==> src/rtl/uart_rx_timing_counter.sv <==
`default_nettype none
// ============================================================================
// Module      : uart_rx_timing_counter
// Description : Bit and frame timing for an oversampling UART receiver.
//               When counter_enable rises, the frame configuration is latched.
//               The block then counts clocks within each bit (edge_count) and
//               bits within the frame (bit_count). It flags three
//               majority-vote sample points around the bit centre, the end of
//               every bit and the end of the frame.
// Ports       : clk            - clock, rising edge
//               rst            - asynchronous reset, active low
//               Prescale       - clocks per bit P (4..2^PRESC_W-1)
//               counter_enable - frame in progress (low = idle/abort)
//               PAR_EN         - frame carries a parity bit
//               STOP2          - frame carries two stop bits
//               data_len       - data bits per frame (5..DATA_BITS_MAX)
//               edge_count     - clock index within current bit
//               bit_count      - bit index within frame, 0 = start bit
//               sample_strobe  - one of the three sample edges
//               sample_last    - final sample edge
//               bit_done       - last clock of a bit
//               frame_done     - last clock of the frame
//               cfg_err        - configuration at frame start was illegal
// Revision    : 1.0 - initial release
// ============================================================================
module uart_rx_timing_counter #(
  parameter int PRESC_W       = 6,
  parameter int DATA_BITS_MAX = 9
) (
  input  logic               clk,
  input  logic               rst,
  input  logic [PRESC_W-1:0] Prescale,
  input  logic               counter_enable,
  input  logic               PAR_EN,
  input  logic               STOP2,
  input  logic [3:0]         data_len,
  output logic [PRESC_W-1:0] edge_count,
  output logic [3:0]         bit_count,
  output logic               sample_strobe,
  output logic               sample_last,
  output logic               bit_done,
  output logic               frame_done,
  output logic               cfg_err
);

  localparam logic [PRESC_W-1:0] c_PRESC_MIN = PRESC_W'(4);
  localparam logic [PRESC_W-1:0] c_ONE       = PRESC_W'(1);
  localparam logic [3:0]         c_DATA_MIN  = 4'd5;
  localparam logic [3:0]         c_DATA_MAX  = 4'(DATA_BITS_MAX);

  typedef enum logic [1:0] {
    IDLE  = 2'd0,
    COUNT = 2'd1,
    HOLD  = 2'd2
  } state_t;

  state_t             r_state;
  logic [PRESC_W-1:0] r_edge;
  logic [3:0]         r_bit;
  logic [PRESC_W-1:0] r_presc;
  logic [4:0]         r_last_bit;   // index of final bit, L-1
  logic               r_cfg_err;

  logic               w_cfg_ok;
  logic [4:0]         w_last_bit_in;
  logic [PRESC_W-1:0] w_p_m1;
  logic [PRESC_W-1:0] w_mid;
  logic               w_in_count;
  logic               w_bit_end;
  logic               w_frame_end;

  assign w_cfg_ok = (Prescale >= c_PRESC_MIN) &&
                    (data_len >= c_DATA_MIN) && (data_len <= c_DATA_MAX);

  // L-1 = data_len + PAR_EN + stop bits (the start bit cancels the -1)
  assign w_last_bit_in = {1'b0, data_len} + {4'b0, PAR_EN} + (STOP2 ? 5'd2 : 5'd1);

  assign w_p_m1      = r_presc - c_ONE;
  assign w_mid       = r_presc >> 1;
  assign w_in_count  = (r_state == COUNT);
  assign w_bit_end   = w_in_count && (r_edge == w_p_m1);
  assign w_frame_end = w_bit_end && ({1'b0, r_bit} == r_last_bit);

  always_ff @(posedge clk or negedge rst) begin
    if (!rst) begin
      r_state    <= IDLE;
      r_edge     <= '0;
      r_bit      <= '0;
      r_presc    <= '0;
      r_last_bit <= '0;
      r_cfg_err  <= 1'b0;
    end else begin
      case (r_state)
        IDLE: begin
          r_edge <= '0;
          r_bit  <= '0;
          if (!counter_enable) begin
            r_cfg_err <= 1'b0;
          end else if (!r_cfg_err) begin
            // A rejected configuration stays rejected until enable drops,
            // so a frame can only start on a fresh enable.
            if (w_cfg_ok) begin
              r_presc    <= Prescale;
              r_last_bit <= w_last_bit_in;
              r_state    <= COUNT;
            end else begin
              r_cfg_err <= 1'b1;
            end
          end
        end
        COUNT: begin
          if (!counter_enable) begin
            r_state <= IDLE;
            r_edge  <= '0;
            r_bit   <= '0;
          end else if (r_edge == w_p_m1) begin
            r_edge <= '0;
            if ({1'b0, r_bit} == r_last_bit) begin
              r_bit   <= '0;
              r_state <= HOLD;
            end else begin
              r_bit <= r_bit + 4'd1;
            end
          end else begin
            r_edge <= r_edge + c_ONE;
          end
        end
        HOLD: begin
          r_edge <= '0;
          r_bit  <= '0;
          if (!counter_enable) begin
            r_state <= IDLE;
          end
        end
        default: begin
          r_state <= IDLE;
          r_edge  <= '0;
          r_bit   <= '0;
        end
      endcase
    end
  end

  // Strobes decode the registered counters so they line up with edge_count.
  // P >= 4 guarantees w_mid >= 2, so w_mid - 1 never underflows.
  assign edge_count    = r_edge;
  assign bit_count     = r_bit;
  assign sample_strobe = w_in_count && ((r_edge == w_mid - c_ONE) ||
                                        (r_edge == w_mid) ||
                                        (r_edge == w_mid + c_ONE));
  assign sample_last   = w_in_count && (r_edge == w_mid + c_ONE);
  assign bit_done      = w_bit_end;
  assign frame_done    = w_frame_end;
  assign cfg_err       = r_cfg_err;

endmodule
`default_nettype wire

==> config.mk <==
export PLATFORM = sky130hd
export DESIGN_NAME = uart_rx_timing_counter
export DESIGN_NICKNAME = d
export VERILOG_FILES = /design/src/rtl/uart_rx_timing_counter.sv
export SDC_FILE = /design/constraint.sdc
export NUM_CORES = 1
export LEC_CHECK = 0
export BUFFER_PORTS_ARGS = -buffer_cell sky130_fd_sc_hd__buf_2
export CORE_MARGIN = 4
export CORE_UTILIZATION = 50
export DETAILED_ROUTE_END_ITERATION = 8
export PLACE_DENSITY_LB_ADDON = 0.05
export SYNTH_ARGS = -nofsm -noshare
export SYNTH_HDL_FRONTEND = slang
export SYNTH_SLANG_ARGS = --single-unit
==> constraint.sdc <==
create_clock -name clk -period 2.42 [get_ports clk]
set_input_delay 0 -clock clk [delete_from_list [all_inputs] [get_ports clk]]
set_output_delay 0 -clock clk [all_outputs]
set_load 0.01 [all_outputs]
==> results.json <==
{
  "hp-start": "data_len[2]",
  "max_freq_mhz": 428,
  "first_iter_violations": 88,
  "period_needed_ns": 2.34,
  "max_cap_violations": 0,
  "slew_headroom": 0.628,
  "finalNonFillerCells": 264,
  "synth_edf_count": 0,
  "fin_worst_skew_ns": 0.00579,
  "grt_max_degree": 25,
  "drive_above_1_share": 0.239,
  "outcome": "finished clean",
  "grt_pass1_vias": 1405,
  "grt_pass1_wl_um": 6510,
  "die_h_um": 66.7,
  "syn_area_per_cell_um2": 9.41,
  "whs_path_depth": 3,
  "dp.cells": 251,
  "num_antenna_cells": 0,
  "multi_input_area_um2": 1050,
  "hold_violations": 0,
  "synth_nets": 207,
  "path_clk_slew_ns": 0.12,
  "via_per_inst": 5.56,
  "crit_path_max_incr_delay_ns": 0.36,
  "ys_seq_area_frac": 0.349,
  "nNetsFinal": 244,
  "postSynthCellCount": 183,
  "cp_cell_sequence": "inv_1 -> ha_1 -> nor2b_1 -> or3_1 -> a31o_1 -> nor4_1 -> buf_2",
  "ys_ff_latch": 24,
  "gp_congestion": 0.860,
  "insertion_delay_ns": 0.32,
  "reg2reg_from": "r_presc[1]",
  "die_area_um2": 4450,
  "dp_hpwl_um": 2830,
  "synth-async-reset-ratio": 1.00,
  "ir_drop_uv": 429,
  "drt_drc_violations_left": 0,
  "slowest_stage": "dfrtp_1",
  "critPathArrivalTime_ns": 2.34,
  "vias": 1468,
  "synth_area_um2": 1720,
  "maxSlewViolCount": 0,
  "cts_tree": "yes",
  "rows": 21,
  "track_usage": 0.188,
  "finalPower_uw": 1480,
  "worstSetupPathType": "flop to output port",
  "cts_root_buf": "clkbuf_4",
  "cts.sinks": 24,
  "crit_required_ns": 2.42,
  "core_area_um2": 3340,
  "final.setup.tns_ns": 0,
  "gr-total-overflow": 0,
  "antenna_found_initial": 0,
  "port_buffers": 29,
  "rsz0062_at_grt": "true",
  "die_x_um": 66.7,
  "start_util": 0.516,
  "cts.path.max_buffers": 2,
  "wl_per_cell_um": 14.7,
  "crit_path_end_kind": "output port",
  "fill_cells": 301,
  "p_per_area_nw_per_um2": 722,
  "area_delta_synth_final_pct": 19.1,
  "reg2reg_to": "bit_count[0]",
  "r2r_slack_ns": 0.18,
  "crit_family": "simple AND/OR/NAND/NOR gates",
  "antenna_left": 0,
  "setup_viol": 0,
  "p_leak_uw": 0.000940,
  "synthFlopType": "dfrtp_1",
  "synth-warning-count": 0,
  "seq_area_um2": 602,
  "drtPass1Iterations": 4,
  "cts-htree-levels": 1,
  "holdWs_ns": 0.0964,
  "worst_pin_slew_ns": 0.557,
  "pin_count": 30,
  "hold_path.class": "primary input to flop",
  "cp-start-kind": "flop",
  "finalCritPeriodShare": 0.966,
  "crit_buf_inv": 2,
  "routed_wl_um": 3870,
  "worstPathMaxFanout": 11,
  "rr_worst_depth": 7,
  "min_to": "r_last_bit[2]",
  "numCtsBuffers": 3,
  "synth_cell_type_count": 48
}
Yosys cell counts (2+ instances only):
cell | instances | area share
a211oi_1 | 2 | 0.0087
a21oi_1 | 9 | 0.026
and2_1 | 3 | 0.011
and3_1 | 2 | 0.0073
buf_2 | 3 | 0.0087
buf_6 | 2 | 0.013
clkbuf_1 | 5 | 0.011
dfrtp_1 | 24 | 0.35
fa_1 | 2 | 0.023
ha_1 | 7 | 0.051
inv_1 | 13 | 0.028
mux2_2 | 9 | 0.059
nand2_1 | 3 | 0.0065
nand2b_1 | 5 | 0.018
nand3_1 | 8 | 0.023
nand4_1 | 2 | 0.0073
nor2_1 | 9 | 0.020
nor2b_1 | 3 | 0.011
nor3_1 | 11 | 0.032
nor3b_1 | 2 | 0.0087
nor4_1 | 2 | 0.0073
o21ai_0 | 7 | 0.020
or3_1 | 3 | 0.011
or4b_1 | 2 | 0.012
xnor2_1 | 12 | 0.061
xor2_1 | 11 | 0.056
per-stage QoR:
step | setup WS, ns | cell area (um^2) | utilization
after CTS | 0.00705 | 2030 | 0.607
after global placement | 0.199 | 1900 | 0.568
after detailed placement | 0.0774 | 1900 | 0.568
after global routing | -0.0383 | 2050 | 0.615
after floorplan | 0.181 | 1720 | -
final | 0.0825 | 2050 | 0.615
worst max-delay path by stage:
stage,start,to,cells past startpoint,slack (ns)
2_1_floorplan,r_presc[1],bit_count[1],8,0.18
3_3_place_gp,r_presc[1],bit_count[0],7,0.20
3_5_place_dp,r_presc[1],bit_count[0],7,0.08
4_1_cts,r_presc[0],frame_done,7,0.007
6_report,r_presc[1],frame_done,7,0.08
5_1_grt,r_presc[1],frame_done,8,-0.04
cell families after synthesis:
| kind of cell | share of synthesized area |
|---|---|
| buffers and inverters | 0.0632 |
| flip-flops | 0.349 |
| adder cells (fa/ha/maj) | 0.0741 |
| AO/OA/AOI/OAI | 0.136 |
| XOR/XNOR | 0.117 |
| multiplexers | 0.0646 |
| AND/OR/NAND/NOR | 0.197 |
worst min-delay path, cell delays in order:
cell and delay, ns:
buf_2 0.11, xor2_1 0.13, mux2_2 0.15
power by group:
part,switching [uW],total (uW),internal (uW)
Combinational,387,734,347
Clock,119,177,58.3
Sequential,95.1,571,476
flip-flops by register name, summed over array words and instances (netlist names):
signal,cells
r_last_bit,5
bit_count,4
edge_count,6
r_presc,6
r_state,2
cfg_err,1
cell usage in the layout, fill, tap and decap left out, drive strengths merged, types with 4 or more instances in the layout:
| cell | synthesis | layout |
|---|---|---|
| a21oi | 9 | 9 |
| buf | 6 | 34 |
| dfrtp | 24 | 24 |
| dlygate4sd3 | 0 | 9 |
| ha | 7 | 7 |
| inv | 13 | 13 |
| mux2 | 9 | 9 |
| nand2b | 5 | 5 |
| nand3 | 8 | 8 |
| nor2 | 9 | 9 |
| nor2b | 4 | 4 |
| nor3 | 11 | 11 |
| o21ai | 7 | 7 |
| xnor2 | 12 | 12 |
| xor2 | 11 | 11 |
cell type report:
type                            instances  area share
Multi-Input combinational cell        135       0.511
Timing Repair Buffer                   43       0.133
Inverter                               13      0.0238
Tap cell                               46      0.0280
Sequential cell                        24       0.293
Clock buffer                            3      0.0110
what timing repair did:
| item | in CTS | in global routing |
|---|---|---|
| resized for setup | 6 | 2 |
| pin swaps | 0 | 1 |
| hold buffers | 9 | 0 |
| endpoints found under the hold margin | 33 | 0 |
| buffers inserted | 0 | 1 |
| cloned | 0 | 0 |
| setup endpoints to repair | 3 | 3 |
per-layer routing:
metal	up-vias	routed length (um)	global-route usage
met5	-	0	0
met4	0	20	0.0228
met3	4	162	0.0405
met2	34	1940	0.328
met1	716	1740	0.242
li1	714	-	-
(Power assumes the default switching activity.)
